[config.mk]
export PLATFORM = sky130hd
export DESIGN_NAME = countdown_timer
export DESIGN_NICKNAME = d
export VERILOG_FILES = /design/src/rtl/countdown_pkg.sv /design/src/rtl/seg7_decoder.sv /design/src/rtl/countdown_timer.sv
export SDC_FILE = /design/constraint.sdc
export NUM_CORES = 1
export LEC_CHECK = 0
export CAP_MARGIN = 20
export CORE_MARGIN = 2
export CORE_UTILIZATION = 47
export CTS_CLUSTER_DIAMETER = 60
export CTS_CLUSTER_SIZE = 24
export DETAILED_ROUTE_END_ITERATION = 10
export GPL_TIMING_DRIVEN = 1
export PLACE_DENSITY = 0.78
export SYNTH_ARGS = -nofsm -noshare
export SYNTH_HDL_FRONTEND = slang
export SYNTH_SLANG_ARGS = --single-unit
[constraint.sdc]
create_clock -name clk -period 2.95 [get_ports clk]
set_clock_uncertainty 0.15 [all_clocks]
set_input_delay 0.4425 -clock clk [delete_from_list [all_inputs] [get_ports clk]]
set_output_delay 0.4425 -clock clk [all_outputs]
set_load 0.05 [all_outputs]
[src/rtl/countdown_pkg.sv]
// Shared countdown/stopwatch definitions: run-control states, BCD digit maxima,
// the seven-segment code table and preset clamping.
package countdown_pkg;

  typedef enum logic [1:0] {
    IDLE  = 2'd0,
    RUN   = 2'd1,
    PAUSE = 2'd2,
    DONE  = 2'd3
  } state_t;

  // Field order matches the preset bus: h10 sits in [23:20].
  typedef struct packed {
    logic [3:0] h10;
    logic [3:0] h1;
    logic [3:0] m10;
    logic [3:0] m1;
    logic [3:0] s10;
    logic [3:0] s1;
  } bcd_time_t;

  localparam logic [3:0] DIGIT_MAX = 4'd9;
  localparam logic [3:0] TENS_MAX  = 4'd5;
  localparam logic [3:0] H10_MAX   = 4'd2;
  localparam logic [3:0] H1_MAX_23 = 4'd3;

  localparam logic [6:0] SEG_0 = 7'h3F;
  localparam logic [6:0] SEG_1 = 7'h06;
  localparam logic [6:0] SEG_2 = 7'h5B;
  localparam logic [6:0] SEG_3 = 7'h4F;
  localparam logic [6:0] SEG_4 = 7'h66;
  localparam logic [6:0] SEG_5 = 7'h6D;
  localparam logic [6:0] SEG_6 = 7'h7D;
  localparam logic [6:0] SEG_7 = 7'h07;
  localparam logic [6:0] SEG_8 = 7'h7F;
  localparam logic [6:0] SEG_9 = 7'h6F;

  function automatic bcd_time_t clamp_preset(input bcd_time_t p);
    bcd_time_t c;
    c = p;
    if (c.h10 > DIGIT_MAX) c.h10 = DIGIT_MAX;
    if (c.h1  > DIGIT_MAX) c.h1  = DIGIT_MAX;
    if (c.m10 > TENS_MAX)  c.m10 = TENS_MAX;
    if (c.m1  > DIGIT_MAX) c.m1  = DIGIT_MAX;
    if (c.s10 > TENS_MAX)  c.s10 = TENS_MAX;
    if (c.s1  > DIGIT_MAX) c.s1  = DIGIT_MAX;
    // Anything past 23 hours saturates to 23, minutes/seconds keep their clamped values.
    if ((c.h10 > H10_MAX) || ((c.h10 == H10_MAX) && (c.h1 > H1_MAX_23))) begin
      c.h10 = H10_MAX;
      c.h1  = H1_MAX_23;
    end
    return c;
  endfunction

endpackage

[src/rtl/seg7_decoder.sv]
// BCD digit to active-high {g,f,e,d,c,b,a} segments; purely combinational.
// Zero latency, no flow control.
module seg7_decoder
  import countdown_pkg::*;
(
  input  logic [3:0] digit,
  output logic [6:0] seg
);

  always_comb begin
    seg = 7'h00;
    case (digit)
      4'd0: seg = SEG_0;
      4'd1: seg = SEG_1;
      4'd2: seg = SEG_2;
      4'd3: seg = SEG_3;
      4'd4: seg = SEG_4;
      4'd5: seg = SEG_5;
      4'd6: seg = SEG_6;
      4'd7: seg = SEG_7;
      4'd8: seg = SEG_8;
      4'd9: seg = SEG_9;
      default: seg = 7'h00;
    endcase
  end

endmodule

[src/rtl/countdown_timer.sv]
// HH:MM:SS countdown with run/pause/done control; state changes on the edge sampling start_stop,
// first decrement TICKS_PER_SEC edges into RUN, segments combinational from digits; no backpressure.
module countdown_timer
  import countdown_pkg::*;
#(
  parameter int TICKS_PER_SEC = 100
) (
  input  logic        clk,
  input  logic        rst,
  input  logic        start_stop,
  input  logic        load,
  input  logic [23:0] preset,
  output logic [6:0]  h10,
  output logic [6:0]  h1,
  output logic [6:0]  m10,
  output logic [6:0]  m1,
  output logic [6:0]  s10,
  output logic [6:0]  s1,
  output logic        done,
  output logic        running
);

  localparam int PW = (TICKS_PER_SEC > 1) ? $clog2(TICKS_PER_SEC) : 1;
  localparam logic [PW-1:0] PRESC_LAST = PW'(TICKS_PER_SEC - 1);

  state_t         state;
  bcd_time_t      cnt;
  bcd_time_t      dec;
  logic [PW-1:0]  presc;
  logic           start_d;
  logic           start_edge;

  assign start_edge = start_stop & ~start_d;

  // One-second borrow chain; never used while the count is already zero.
  always_comb begin
    dec = cnt;
    if (cnt.s1 != 4'd0) begin
      dec.s1 = cnt.s1 - 4'd1;
    end else begin
      dec.s1 = DIGIT_MAX;
      if (cnt.s10 != 4'd0) begin
        dec.s10 = cnt.s10 - 4'd1;
      end else begin
        dec.s10 = TENS_MAX;
        if (cnt.m1 != 4'd0) begin
          dec.m1 = cnt.m1 - 4'd1;
        end else begin
          dec.m1 = DIGIT_MAX;
          if (cnt.m10 != 4'd0) begin
            dec.m10 = cnt.m10 - 4'd1;
          end else begin
            dec.m10 = TENS_MAX;
            if (cnt.h1 != 4'd0) begin
              dec.h1 = cnt.h1 - 4'd1;
            end else begin
              dec.h1  = DIGIT_MAX;
              dec.h10 = cnt.h10 - 4'd1;
            end
          end
        end
      end
    end
  end

  always_ff @(posedge clk or posedge rst) begin
    if (rst) begin
      state   <= IDLE;
      cnt     <= '0;
      presc   <= '0;
      start_d <= 1'b0;
      done    <= 1'b0;
      running <= 1'b0;
    end else begin
      start_d <= start_stop;
      if (load) begin
        cnt     <= clamp_preset(bcd_time_t'(preset));
        presc   <= '0;
        state   <= IDLE;
        done    <= 1'b0;
        running <= 1'b0;
      end else begin
        case (state)
          IDLE: begin
            if (start_edge && (cnt != '0)) begin
              state   <= RUN;
              running <= 1'b1;
            end
          end
          RUN: begin
            // A pause edge freezes the prescaler so the second keeps its phase.
            if (start_edge) begin
              state   <= PAUSE;
              running <= 1'b0;
            end else if (presc == PRESC_LAST) begin
              presc <= '0;
              cnt   <= dec;
              if (dec == '0) begin
                state   <= DONE;
                running <= 1'b0;
                done    <= 1'b1;
              end
            end else begin
              presc <= presc + PW'(1);
            end
          end
          PAUSE: begin
            if (start_edge) begin
              state   <= RUN;
              running <= 1'b1;
            end
          end
          DONE: begin
            presc <= '0;
            if (start_edge) begin
              state <= IDLE;
              done  <= 1'b0;
            end
          end
          default: begin
            state   <= IDLE;
            running <= 1'b0;
            done    <= 1'b0;
          end
        endcase
      end
    end
  end

  seg7_decoder u_dec_h10 (.digit(cnt.h10), .seg(h10));
  seg7_decoder u_dec_h1  (.digit(cnt.h1),  .seg(h1));
  seg7_decoder u_dec_m10 (.digit(cnt.m10), .seg(m10));
  seg7_decoder u_dec_m1  (.digit(cnt.m1),  .seg(m1));
  seg7_decoder u_dec_s10 (.digit(cnt.s10), .seg(s10));
  seg7_decoder u_dec_s1  (.digit(cnt.s1),  .seg(s1));

endmodule

Word-level counts from Yosys, hierarchy flattened
Memory sizes are Yosys's and may differ from the RTL's.
Index checks and enable logic that the tools add are counted.
W data, S select, Z words.
Word-level totals
  register bits after elaboration: 36
  ROM bits: 672
  input port bits: 28
  output and inout port bits: 44
  word-level logic and storage cells: 116
  memories: 6
Operators by class
  add/sub/neg operators: 7
  $lt $le $gt $ge: 8
  equal/unequal tests: 14
  mux-type cells: 48
  bitwise gates (word level): 2
  reduce and logical (&&, ||, !) cells: 20
Memories
  (no name shown): words 16, width 7, rd ports 1, clocked after Yosys merged registers in 0, write ports 0, RTL line seg7_decoder.sv:12  | case (digit)
  (no name shown): words 16, width 7, rd ports 1, clocked after Yosys merged registers in 0, write ports 0, RTL line seg7_decoder.sv:12
  (no name shown): words 16, width 7, rd ports 1, clocked after Yosys merged registers in 0, write ports 0, RTL line seg7_decoder.sv:12
  (no name shown): words 16, width 7, rd ports 1, clocked after Yosys merged registers in 0, write ports 0, RTL line seg7_decoder.sv:12
  (no name shown): words 16, width 7, rd ports 1, clocked after Yosys merged registers in 0, write ports 0, RTL line seg7_decoder.sv:12
  (no name shown): words 16, width 7, rd ports 1, clocked after Yosys merged registers in 0, write ports 0, RTL line seg7_decoder.sv:12
Operator list (count)
  $mux W24: 4
  $mux W4: 14
  $logic_not A24 Y1: 1
  $reduce_bool A24 Y1: 1
  $reduce_bool A4 Y1: 6
  $sub A4 B1 Y4 const B: 6
  $mux W7: 3
  $mux W20: 1
  $ne A3 B3 Y1 const B: 6
  $gt A4 B4 Y1 const B: 4
  $mux W16: 1
  $mux W8: 2
  $reduce_and A5 Y1: 3
  $mux W2: 7
  $pmux W7 S2: 1
  $mux W12: 1
  $mux W1: 11
  $gt A4 B2 Y1 const B: 2
  $gt A4 B3 Y1 const B: 2
  $ne A4 B4 Y1 const B: 2
  $pmux W2 S4: 1
  $add A7 B1 Y7 const B: 1
  $eq A7 B7 Y1 const B: 1
  $eq A2 B2 Y1 const B: 2
  other kinds (14): 16

Logic depth before layout (Yosys ltp)
Gate-level depths: netlist of the first run.
  word-level depth: 12
  mapped depth: 10
  depth with buffers taken out: 9

By module
A second synthesis of the first run with hierarchy kept.
Second synthesis, totals
  cell total of the unflattened synthesis: 438
  area total of the unflattened synthesis: 3624.7 sq um
Modules (own cells, without submodules)
  countdown_timer: times used 1, cells each 270, area each 2311.0 sq um, seq. area each 900.9 sq um
  seg7_decoder: times used 6, cells each 28, area each 219.0 sq um, seq. area each 0.0 sq um

Worst setup path before layout of the first run
No wires, ideal clock.
  kind: reg-to-reg
  start: register cnt[5] (netlist name)
  end: register running
  setup time: 120 ps
  arrival: 2668 ps
  data required time: 2680 ps
  slack: 12 ps
  cell stages (with the launch flop): 11
  path buffers: 2
  clock period less this slack: 2938 ps
  cells stage by stage: dfrtp_1 > clkbuf_1 > inv_1 > ha_1 > or3b_4 > buf_6 > nor4_4 > nand4_2 > a2111oi_2 > nand4_1 > a41o_1
On the way
  longest elaborated chain between the ends: 6
  elaborated cells on any way between the ends: 11
  those cells by class: add/sub (1); eq/ne (2); mux (3); reduce/logical (5)
RTL lines
  from (decl): RTL line countdown_timer.sv:27  | bcd_time_t cnt;
  from (signal assigned): RTL line countdown_timer.sv:77  | cnt <= clamp_preset(bcd_time_t'(preset));
  $sub A4 B1 Y4 or $reduce_bool A4 Y1 (tied branches): RTL line countdown_timer.sv:43, countdown_timer.sv:42
  $mux W4 or $mux W16 (tied branches): RTL line countdown_timer.sv:42  | if (cnt.s10 != 4'd0) begin
  $mux W20: RTL line countdown_timer.sv:38  | if (cnt.s1 != 4'd0) begin
  $logic_not A24 Y1: RTL line countdown_timer.sv:98  | if (dec == '0) begin
  $ne A4 B4 Y1 (no source line)
  $reduce_and A5 Y1 (no source line) (*)
  to (signal assigned): RTL line countdown_timer.sv:94  | running <= 1'b0;
  to (signal assigned): RTL line countdown_timer.sv:100  | running <= 1'b0;
  to (signal assigned): RTL line countdown_timer.sv:110  | running <= 1'b1;
  to (decl): RTL line countdown_timer.sv:20  | output logic running
Mark *: on every way between the ends. The rest lies on a longest branch, timed or not.
A chain may end at the register's enable or synchronous reset.

Worst setup path after layout of the first run
  start: register cnt[7] (netlist name)
  end: output port s10[0]
On the way
  longest elaborated chain between the ends: 1
RTL lines
  $mem_v2 Z16 W7
  to (decl): RTL line countdown_timer.sv:17  | output logic [6:0] s10,
Every way passes these cells.

==> implementation parameters, run 1 <==
Parameter                              Value

Status
  Status    complete, no violations

Worst setup path
  Maximum fanout along the worst path    13
  CP most frequent cell    o21ai_0
  Family of cells with the greatest summed delay on the critical path    buffers and inverters
  Number of buffer and inverter instances along the worst setup path    2
  Crit start category    register
  CP Capture Type    primary output
  Cell chain of the critical path    inv_1 > nor2_1 > o21ai_0 > o21ai_0 > clkdlybuf4s50_1
  Arrival time worst endpoint    2.27 ns
  CP Data Required Time    ~2.4 ns
  Slowest Stage Delay on Critical Path    just over 0.8 ns
  CP max stage cell    clkdlybuf4s50_1
  Startpoint-to-endpoint class of the critical path    register to primary output

Synthesis
  Post-Synthesis Net Count    between 500 and 600
  Parity-gate share of the synthesized area counting xor and xnor cells    about 3.3%
  Cell area after technology mapping    ~0.0035 sq mm
  Complex-gate fraction of the synthesized area    around a quarter
  Mean Syn Cell Area    between 7 and 8 sq um
  Number of enable-type register cells in the synthesized netlist    0
  Number of instances in the synthesized netlist    442
  Sequential fraction of the synthesis area    around a quarter
  Distinct cells, synth    60
  Area share of fa/ha/maj cells after synthesis    about 14%
  Largest family of logic cells by synthesized area    compound AO/OA/AOI/OAI gates
  Number of warnings reported in the yosys synthesis log    0
  Share of synthesized area spent on multiplexers    3.22%
  Synth Register Bits    36
  Most frequently used flop master after synthesis    dfrtp_1
  Post-synthesis simple-gate area fraction    22.0%
  Async S/R FF share, synth    100%

Placed design
  Detailed-placement wirelength estimate    a little under 7000 um
  PortBufs    71
  Routability-driven placement congestion ratio    0.883
  Total placed cells including tap cells    611

Cells and area
  Area added between synthesis and finish    28.2%
  Leading cell types in the layout, fill and taps excluded    o21ai_0, clkdlybuf4s50_1, nor2_1
  Commonest non-fill, non-tap cell in the layout    o21ai_0
  Fraction of layout instances using a drive strength above 1    between 10% and 20%
  Antenna diode count    0
  Fin nets    a little under 600
  Final std cells w/o fill    roughly 620

Global route
  Wire length of the first global-routing pass    15,100 um
  Aggregate global-route resource usage    between 20 and 25%
  Remaining Overflow, GRT    0
  Number of global-route vias before repair    between 3,000 and 4,000
  Pin count of the biggest net entering global routing    37
  Initial antenna violation count    0

Die
  Overall die height    around 90 um
  Std-Cell Rows    31
  I/O pin cnt    72
  Starting density of the core    roughly 48%
  Floorplan die area    just over 0.008 sq mm
  Core Footprint    0.00718 sq mm
  Floorplan die width    ~90 um

Clock network
  Sinks on the clock net    36
  Clock tree from TritonCTS    done
  Number of buffers between clock root and the deepest sink    2
  Hold buffers post-CTS    0
  Count of buffers added by post-CTS timing repair for setup    0
  Post-CTS Resized    1
  Register clock-pin slew on the reported worst setup and hold paths    0.07 ns
  Clock root buffer    clkbuf_8
  H-tree depth reported by CTS    2
  Number of buffers added by the clock tree synthesis step    5
  Insertion delay of the later-clocked pin in the worst-skew pair    about 0.30 ns

Timing
  Count of final max-slew check failures    0
  Max Clock Freq    between 300 and 400 MHz
  Tightest Pin Transition    0.559 ns
  Min Clock Period, post-route    2.86 ns
  Final worst-path cycle share    a little over nine tenths
  Number of failing hold endpoints at the final stage    0
  Worst slew margin relative to its limit    just over 60%
  Unrepaired setup endpoints after global routing    no
  Setup Viol. Count Final    0
  Fin Setup TNS    0 ns

Route
  Pre-Repair DR Iteration Count    4
  Number of vias after detailed routing    about 3,500
  Detailed-route vias per instance    ~5.7
  Total wire length after detailed routing    between 8000 and 9000 um
  Wirelength per Cell    14.3 um
  Residual DRC    0
  Antenna Violating Nets Remaining    0
  Initial detailed-routing violation count    ~190

Hold path
  Tightest Hold Check Type    register to register

Pwr
  Cell leakage power    ~2.0 nW
  Worst voltage drop across the vdd grid    0.179 mV
  PwrDens    ~370 mW/mm^2

Run
  Number of violations of the max-capacitance limit    0
[cell families (layout without fill, tap and decap cells)]
| logic type | count (synthesis) | count (layout) |
|---|---|---|
| muxes | 11 | 11 |
| buffers and inverters | 53 | 130 |
| adders and majority gates | 38 | 38 |
| AOI/OAI and AO/OA | 142 | 142 |
| xor gates and xnor gates | 13 | 13 |
| and+or+nand+nor | 149 | 149 |
| DFF | 36 | 36 |
[synthesized netlist by cell type (all sizes together), types with 3 or more instances]
library cell / n / share of area (%)
or3b: 6 / 1.7
mux2i: 10 / 2.9
ha: 38 / 14
nand3: 12 / 1.7
a2111oi: 4 / 1.2
a21o: 4 / 0.87
and3: 3 / 0.54
xnor2: 11 / 2.8
nor3b: 4 / 1.0
nand4: 7 / 1.4
buf: 7 / 1.6
nand2b: 5 / 0.91
a211oi: 4 / 0.87
a31oi: 4 / 0.72
o211ai: 3 / 0.65
dfrtp: 36 / 26
clkbuf: 12 / 1.9
o21ai: 59 / 8.5
nor4: 3 / 0.98
a21oi: 34 / 4.9
nor2: 44 / 4.8
inv: 33 / 3.6
nand2: 41 / 4.5
nor3: 13 / 1.9
o22ai: 14 / 2.5
[path summary, 6_finish.rpt]
kind / startpoint / to / slack [ns] / cells after the start
max in group asynchronous: rst / cnt[13]$_DFFE_PP0P_ / 1.88 / 3
max reg2reg: cnt[12]$_DFFE_PP0P_ / running$_DFFE_PP0P_ / 0.19 / 9
min in group asynchronous: rst / cnt[2]$_DFFE_PP0P_ / 0.41 / 3
min reg2reg: presc[1]$_DFFE_PP0P_ / presc[1]$_DFFE_PP0P_ / 0.39 / 1
max: cnt[7]$_DFFE_PP0P_ / s10[0] / 0.09 / 5
min: presc[1]$_DFFE_PP0P_ / presc[1]$_DFFE_PP0P_ / 0.39 / 1
[per-stage QoR]
stage	util (%)	setup slack [ns]	total power [mW]	hold slack, ns	area (sq um)
3_3_place_gp	60.0	0.261	1.31	0.358	4310
6_report	61.7	0.0858	1.65	0.393	4430
2_1_floorplan	-	0.0115	1.07	0.324	3450
4_1_cts	61.1	0.00498	1.66	0.395	4390
3_5_place_dp	60.0	0.154	1.32	0.379	4310
5_1_grt	61.7	0.0110	1.74	0.404	4430
[final cells by class]
cell class / count / area (sq um)
inverters: 34 / 128
clock inverters: 2 / 12.5
clock buffers: 5 / 68.8
repair buffers: 89 / 872
multi-input cells: 353 / 2320
flip-flops and latches: 36 / 903
well taps: 99 / 124
fillers: 629 / 2750
[per-layer routing]
layer	global-route usage, %	vias up	wire, um
li1	-	1745	-
met1	26.8	1647	3790
met2	39.6	95	4440
met3	3.52	17	385
met4	7.82	0	198
met5	0	-	0
[power by group]
group	total, mW	internal, mW	switching, mW
logic	0.754	0.272	0.482
registers	0.558	0.518	0.0407
clock network	0.343	0.160	0.183
[flip-flops by register name (all words and copies together) (netlist names)]
name	cells
cnt	24
done	1
start_d	1
running	1
presc	7
state	2
Note: power is estimated with default switching activity, not from simulation.
==> inputs of run 2 (changes only) <==
CTS_CLUSTER_DIAMETER = default   (was 60)
MAX_ROUTING_LAYER = met4   (was default)
==> run 2 against run 1 <==
  * Utilization is the same
  * Hold slack is essentially flat
  * Clock power is essentially flat
  * Largest cell class unchanged
  * Register-to-register slack is essentially flat
  * Non-clock buffer count is the same
  * Sequential power is essentially flat
  * First-iteration DRC count grew 9.4%
  * Routed wire length is essentially flat
  * Sequential share of layout area is the same
  * Critical path depth is the same
==> implementation parameters, run 2 (same netlist as run 1, synthesis figures left out) <==
Parameter                              Value

Clock network
  Clock root buffer    clkbuf_8
  Count of buffers added by post-CTS timing repair for setup    0 (unchanged)
  Register clock-pin slew on the reported worst setup and hold paths    0.07 ns (about the same)
  Hold buffers post-CTS    0 (unchanged)
  H-tree depth reported by CTS    2 (unchanged)
  Insertion delay of the later-clocked pin in the worst-skew pair    0.30 ns (about the same)
  Number of buffers between clock root and the deepest sink    2 (unchanged)
  Number of buffers added by the clock tree synthesis step    5 (unchanged)
  Sinks on the clock net    36 (unchanged)
  Clock tree from TritonCTS    done

Worst setup path
  Worst flop-to-flop path endpoint    state[1]$_DFFE_PP0P_
  Maximum fanout along the worst path    13 (unchanged)
  Slowest Stage Delay on Critical Path    0.83 ns (about the same)
  CP Capture Type    primary output
  Arrival time worst endpoint    2.25 ns (-0.02 ns)
  CP Data Required Time    2.36 ns (about the same)
  CP max stage cell    clkdlybuf4s50_1
  Startpoint-to-endpoint class of the critical path    register to primary output
  Number of buffer and inverter instances along the worst setup path    2 (unchanged)
  Reg2reg setup slack    0.18 ns (about the same)
  Cell chain of the critical path    inv_1 > nor2_1 > o21ai_0 > o21ai_0 > clkdlybuf4s50_1
  CP most frequent cell    o21ai_0
  Crit start category    register
  Crit path launch    cnt[7]$_DFFE_PP0P_
  Family of cells with the greatest summed delay on the critical path    buffers and inverters
  Source of the worst register-to-register timing path    cnt[1]$_DFFE_PP0P_
  Cell depth of the worst flop-to-flop path    9 (unchanged)

Die
  I/O pin cnt    72 (unchanged)
  Starting density of the core    48.1% (unchanged)
  Std-Cell Rows    31 (unchanged)
  Core Footprint    0.00718 sq mm (unchanged)
  Floorplan die area    0.00805 sq mm (unchanged)
  Overall die height    89.7 um (unchanged)
  Floorplan die width    89.7 um (unchanged)

Route
  Pre-Repair DR Iteration Count    4 (unchanged)
  Detailed-route vias per instance    5.67 (about the same)
  Number of vias after detailed routing    3,506 (+0.057%)
  Residual DRC    0 (unchanged)
  Antenna Violating Nets Remaining    0 (unchanged)
  Wirelength per Cell    14.3 um (about the same)
  Initial detailed-routing violation count    209 (+9.4%)
  Total wire length after detailed routing    8810 um (about the same)

Timing
  Final worst-path cycle share    96.5% (-0.60 points)
  Count of final max-slew check failures    0 (unchanged)
  Unrepaired setup endpoints after global routing    no
  Max Clock Freq    351 MHz (+0.62%)
  Worst slew margin relative to its limit    61.9% (-0.37 points)
  Number of failing hold endpoints at the final stage    0 (unchanged)
  Setup Viol. Count Final    0 (unchanged)
  Tightest Pin Transition    0.565 ns (+0.00552 ns)
  Fin Setup TNS    0 ns (unchanged)
  Min Clock Period, post-route    2.85 ns (-0.0176 ns)

Pwr
  Total power consumption of the routed design    1.66 mW (about the same)
  Worst voltage drop across the vdd grid    0.179 mV (about the same)
  PwrDens    374 mW/mm^2 (about the same)
  Cell leakage power    2.00 nW (unchanged)

Hold path
  Tightest Hold Check Type    register to register
  Cells on Worst Hold Path    1 (unchanged)
  Hold endpoint    presc[1]$_DFFE_PP0P_
  Launch point of the worst hold path    presc[1]$_DFFE_PP0P_

Global route
  Initial antenna violation count    0 (unchanged)
  Wire length of the first global-routing pass    15,100 um (about the same)
  Number of global-route vias before repair    3,452 (+0.15%)
  Aggregate global-route resource usage    22.7% (+0.61 points)
  Pin count of the biggest net entering global routing    37 (unchanged)
  Remaining Overflow, GRT    0 (unchanged)

Cells and area
  Fraction of layout instances using a drive strength above 1    10.4% (unchanged)
  Reg with most FFs    cnt
  Commonest non-fill, non-tap cell in the layout    o21ai_0
  Top flop regs    cnt x24, presc x7, state x2
  Leading cell types in the layout, fill and taps excluded    o21ai_0, clkdlybuf4s50_1, nor2_1
  Antenna diode count    0 (unchanged)
  Fin nets    585 (unchanged)
  Fill count    629 (unchanged)
  Flip-flop count of the largest register, all copies and words added    24 (unchanged)
  Area added between synthesis and finish    28.2% (unchanged)

Placed design
  PortBufs    71 (unchanged)
  Detailed-placement wirelength estimate    6760 um (unchanged)
  Routability-driven placement congestion ratio    0.897 (+1.7%)

Status
  Status    complete, no violations

Run
  Number of violations of the max-capacitance limit    0 (unchanged)
run 2: layout make-up:
cell class | instances | area [sq um] | share of cell area [%]
clock buffers | 5 | 68.8 | 1.55
clock inverters | 2 | 12.5 | 0.282
inverters | 34 | 128 | 2.88
multi-input cells | 353 | 2320 | 52.4
flip-flops and latches | 36 | 903 | 20.4
well taps | 99 | 124 | 2.80
repair buffers | 89 | 872 | 19.7
run 2: worst max-delay path by stage:
stage / endpoint / slack (ns) / cells past startpoint
final: s10[0] / 0.10 / 5
after global routing: state[1]$_DFFE_PP0P_ / 0.01 / 9
after CTS: h1[1] / 0.005 / 4
after detailed placement: running$_DFFE_PP0P_ / 0.15 / 9
after global placement: running$_DFFE_PP0P_ / 0.26 / 8
after floorplan: running$_DFFE_PP0P_ / 0.01 / 10
run 2: through the flow:
step,hold slack (ns),cell area (sq um),instances,util [%],worst slack [ns]
detailed placement,0.379,4310,611,60.0,0.154
global placement,0.358,4310,611,60.0,0.261
floorplan,0.324,3450,442,-,0.0115
finish,0.393,4430,618,61.7,0.103
global route,0.404,4430,618,61.7,0.0110
CTS,0.395,4390,618,61.1,0.00498
run 2: layer usage:
metal | track usage (%) | share of wire (%) | up-vias
li1 | - | - | 1744
met2 | 39.6 | 51 | 89
met5 | - | 0 | -
met1 | 26.9 | 44 | 1657
met3 | 3.27 | 3.4 | 16
met4 | 7.82 | 2.1 | 0
run 2: power by group:
part	total (mW)	internal [mW]	switching, mW
logic	0.754	0.272	0.482
clock network	0.343	0.160	0.183
registers	0.559	0.517	0.0411
total	1.66	0.949	0.706
run 2: timing repair:
item	4_1_cts	5_1_grt
gates resized for setup	1	17
pin swaps	0	0
setup endpoints to repair	1	14
==> RTL change 1 (settings of run 1) <==
Encoding of `state_t`: now one-hot (4 bits for 4 states).
--- a/src/rtl/countdown_pkg.sv
+++ b/src/rtl/countdown_pkg.sv
@@ -2,11 +2,11 @@
 // the seven-segment code table and preset clamping.
 package countdown_pkg;
 
-  typedef enum logic [1:0] {
-    IDLE  = 2'd0,
-    RUN   = 2'd1,
-    PAUSE = 2'd2,
-    DONE  = 2'd3
+  typedef enum logic [3:0] {
+    IDLE  = 4'b0001,
+    RUN   = 4'b0010,
+    PAUSE = 4'b0100,
+    DONE  = 4'b1000
   } state_t;
 
   // Field order matches the preset bus: h10 sits in [23:20].
Formal check against the unedited RTL: no difference found for any inputs over 4 cycles, from zero or initial values and one cycle with rst high; so few cycles prove little.
==> RTL change 1 against run 1 <==
The run now ends with negative setup slack left. Setup slack got worse by 390 ps. Critical path type is now flop to flop. Sequential cell count up 2. Wire length rose by 30%. Total power increased by 27%. Cell area is 18% higher. Largest power group unchanged. Global-route usage rose by 5.0 points. First-iteration DRC count increased by 11%. Area after synthesis is 5.5% higher. Largest cell class unchanged.
==> RTL change 1: results (changes against run 1) <==
* Hold_sp: presc[6]
* M1 WL at 4620 um (+22%)
* Grt met2 use at 0.504 (+0.108)
* Placed Area at 4950 um2 (+15%)
* Worst EP arrival at 3300 ps (+1030 ps)
* PortBufs at 71 (unchanged)
* Max stage delay cell, worst path: or4_4
* Clk_lat worst skew at 300 ps (about the same)
* Worst-case clock buffer depth at 2 (unchanged)
* Overall Global Routing Usage at 0.270 (+0.0496)
* Cell family with most CP delay: simple AND/OR/NAND/NOR gates
* Final hold slack at 342 ps (-51.0 ps)
* Final worst slack at -307 ps (-393 ps)
* Initial antenna violation count at 0 (unchanged)
* DR iter-0 viols at 212 (+11%)
* CTS H-Tree Depth at 2 (unchanged)
* Layout cells sized above 1 at 0.221 (+0.117)
* GRT met3 Usage at 0.0329 (-0.00234)
* Nets at 672 (+15%)
* Largest cells by area after synthesis: dfrtp_1, ha_1, o21ai_0
* Wire length on met2 at 6000 um (+35%)
* Placed insts at 695 (+14%)
* Failing checks: negative setup slack
* Leakage at 2.31 nW (+15%)
* First-pass GRT wire length at 18900 um (+25%)
* Fin Setup TNS at -549 ps (-549 ps)
* Drt pass-1 iters at 5 (+1)
* Worst Setup SP: cnt[1]
* Wire length on met3 at 545 um (+42%)
* Setup violations, final at 3 (+3)
* Sequential share of the synthesized area at 0.261 (+0.000557)
* Worst-path fanout max at 7 (-6)
* Final GP Congestion at 0.992 (+12%)
* Largest net degree at the start of global routing at 39 (+5.4%)
* Pins Over Slew Limit at 0 (unchanged)
* Root Buffer: clkbuf_8
* Clock slew at reported path FFs at 80 ps
* Max stage delay on crit path at 560 ps (-270 ps)
* Post-Route WL at 11400 um (+30%)
* Yosys cell types at 62 (+3.3%)
* Synth warnings at 0 (unchanged)
* Highest routed layer: met4
* Mapped Nets at 539 (+6.1%)
* Via count at 4166 (+19%)
* Via density per instance at 5.88 (+3.6%)
* Cells after Synth at 473 (+7.0%)
* Antenna cells at 0 (unchanged)
* Top post-synthesis cells by count: o21ai_0, nand2_1, ha_1
* DP Worst Slack at -427 ps (-581 ps)
* Int Power at 1.22 mW (+29%)
* Worst vdd ir at 0.396 mV (+120%)
* Post-synth ARST share at 1.00 (unchanged)
* Top Registers: cnt: 24 flops, presc: 7 flops, state: 4 flops
* Hold crit path type: flop to flop
* Final HPWL DP at 8580 um (+27%)
* Top FF cell, synth: dfrtp_1
* Met1 Use GR at 0.319 (+0.0510)
* Outcome: finished with violations
* CTS Buf Count at 5 (unchanged)
* Worst-margin pin slew at 592 ps (+32.6 ps)
[RTL change 1: cell types whose count changed after synthesis, sizes merged, moves of 4 or more]
cell and change:
nor4 +4, o21ai +9, inv -4, nor2 -11
nand2 +10, clkbuf +7, xnor2 -4, a21oi -7
or4 +4, nand3 +4
[RTL change 1: logic make-up (layout without fill, tap and decap cells)]
group                    after synthesis  after routing  synth area share
multiplexers                          11             11            0.0306
flip-flops                            38             38             0.261
XOR/XNOR                               7              7            0.0168
AND/OR/NAND/NOR                      165            165             0.235
buffers and inverters                 53            187            0.0587
adder cells (fa/ha/maj)               38             38             0.130
AO/OA/AOI/OAI                        161            161             0.268
[RTL change 1: path summary, 6_finish.rpt]
path | endpoint | depth (start not counted)
max in group asynchronous | cnt[1] | 3
min in group asynchronous | presc[5] | 3
worst min-delay path | presc[6] | 1
worst min register to register | presc[6] | 1
worst max register to register | running | 10
worst max-delay path | running | 10
[RTL change 1: layout make-up]
cell class	instances	area, um2
timing repair buffer	149	1300
multi-input combinational	382	2630
clock inverter	3	45.0
inverter	30	118
fill	636	2370
sequential	38	955
clock buffer	5	68.8
tap	102	128
[RTL change 1: power by group through the flow]
stage          Clock [mW]  Sequential (mW)  Combinational, mW
3_3_place_gp            0            0.618              0.960
4_1_cts             0.462            0.612               1.01
2_1_floorplan           0            0.637              0.602
6_report            0.453            0.616               1.04
3_5_place_dp            0            0.620              0.985
5_1_grt             0.483            0.621               1.11
[RTL change 1: repair_timing]
action	4_1_cts	5_1_grt
buffers inserted	5	1
pin swaps	14	7
setup endpoints to repair	3	7
resized for setup	15	14
hold buffers	0	0
==> RTL change 2 (flow settings as in run 1) <==
Without the edit above. Set the parameter `TICKS_PER_SEC` to 150 (it was 100).
--- a/src/rtl/countdown_timer.sv
+++ b/src/rtl/countdown_timer.sv
@@ -3,7 +3,7 @@
 module countdown_timer
   import countdown_pkg::*;
 #(
-  parameter int TICKS_PER_SEC = 100
+  parameter int TICKS_PER_SEC = 150
 ) (
   input  logic        clk,
   input  logic        rst,
Behaviour: same outputs for any inputs over 4 cycles, from zero or initial values and one cycle with rst high; that may be too few to reach the edited logic, so the function may still have changed.
==> RTL change 2 against run 1 <==
Utilization grew 3.9 points. Cell count grew 5.5%. Total power grew 11%. Setup slack lost 51 ps. Synthesized cell count grew 2.3%. Combinational power grew 6.0%. Cell area grew 8.0%. Area after synthesis grew 2.5%. Wire length grew 10%. Sequential cell count grew 1. Via count grew 7.4%. Largest cell class unchanged. Largest power group unchanged. Highest routed layer unchanged.
==> RTL change 2: results (changes against run 1) <==
* Outcome: complete, no violations
* Largest cells by area after synthesis: dfrtp_1, ha_1, o21ai_0
* DP Worst Slack at -4.20 ps (-158 ps)
* Placed Area at 4600 um2 (+6.8%)
* Setup CP Type: flop to flop
* Yosys cell types at 61 (+1.7%)
* Final Core Density at 0.656 (+0.0385)
* Switch share at 0.393 (-0.0333)
* Psw at 0.719 mW (+1.9%)
* Final-layout fill cell count at 641 (+1.9%)
* Complex-gate fraction of the synthesized area at 0.246 (+0.00173)
* DR iter-0 viols at 173 (-9.4%)
* Via density per instance at 5.77 (+1.8%)
* R2R Setup Slk at 30 ps (-160 ps)
* PortBufs at 71 (unchanged)
* Final HPWL DP at 7420 um (+9.6%)
* Overall Global Routing Usage at 0.231 (+0.0102)
* Worst vdd ir at 0.188 mV (+4.8%)
* Worst-margin pin slew at 636 ps (+76.5 ps)
* Reg2Reg Depth at 8 (-1)
* Post-Route WL at 9720 um (+10%)
* Adder-cell area share of the yosys netlist at 0.138 (about the same)
* Fmax at 343 MHz (-1.8%)
* Worst Setup SP: cnt[4]
* Clk pwr at 0.467 mW (+36%)
* Worst-path fanout max at 5 (-8)
* Antenna cells at 0 (unchanged)
* Layout cells sized above 1 at 0.132 (+0.0280)
* Sequential share of the synthesized area at 0.261 (+0.000617)
* Final GP Congestion at 0.861 (-2.4%)
* Number of global-route vias before repair at 3616 (+4.9%)
* First-pass GRT wire length at 16100 um (+6.8%)
* XOR/XNOR share of the synthesized area at 0.0223 (-0.0107)
* Hold crit path type: input pin to async pin
* Largest net degree at the start of global routing at 38 (+2.7%)
* Drt pass-1 iters at 5 (+1)
* Leakage at 2.12 nW (+6.1%)
* Top post-synthesis cells by count: o21ai_0, nor2_1, ha_1, nand2_1
* Worst EP arrival at 2980 ps (+710 ps)
* Mapped Nets at 519 (+2.2%)
* Top Registers: cnt: 24 flops, presc: 8 flops, state: 2 flops
* Nets at 619 (+5.8%)
* Post-synthesis mux area share at 0.0399 (+0.00768)
* End of the worst register-to-register path: state[1]
[RTL change 2: cell types whose count changed after synthesis, moves of 3 or more]
| cell | before | now |
|---|---|---|
| buf_2 | 1 | 7 |
| mux2i_1 | 10 | 13 |
| nor2_1 | 44 | 40 |
| nand2b_1 | 5 | 10 |
| or3b_1 | 1 | 4 |
| or3_1 | 0 | 3 |
| a21oi_1 | 34 | 37 |
| xnor2_1 | 11 | 7 |
| nor2b_1 | 2 | 5 |
| o22ai_1 | 14 | 10 |
| a21boi_0 | 0 | 3 |
| o31ai_1 | 0 | 3 |
[RTL change 2: worst max-delay path: stages, from the launching register on]
cell	delay [ps]
dfrtp_1	380
inv_1	120
ha_4	150
or3b_1	480
nor3_4	330
nand2_2	110
a221o_1	380
or4b_4	520
a211oi_2	210
[RTL change 2: per-layer routing]
layer	global-route usage	wire (um)	part of all wire
met4	0.0556	104	0.011
met1	0.277	4090	0.42
met3	0.0359	511	0.053
met5	0	0	0
met2	0.430	5020	0.52
[RTL change 2: layout make-up]
cell class | instances | area share
multi-input cells | 363 | 0.510
clock inverters | 1 | 0.00628
inverters | 31 | 0.0249
repair buffers | 114 | 0.221
well taps | 99 | 0.0259
clock buffers | 7 | 0.0181
flip-flops and latches | 37 | 0.194
[RTL change 2: what timing repair did]
action,in CTS,in global routing
pin swaps,1,1
hold buffers,0,0
setup buffers,1,1
resized for setup,4,10
endpoints found under the setup margin,1,11
[RTL change 2: through the flow]
stage,setup TNS [ps],hold slack [ps],std cells
6_report,0,397,652
5_1_grt,-97.8,429,652
4_1_cts,0,393,651
3_5_place_dp,-4.20,382,642
3_3_place_gp,0,356,642
2_1_floorplan,0,324,452
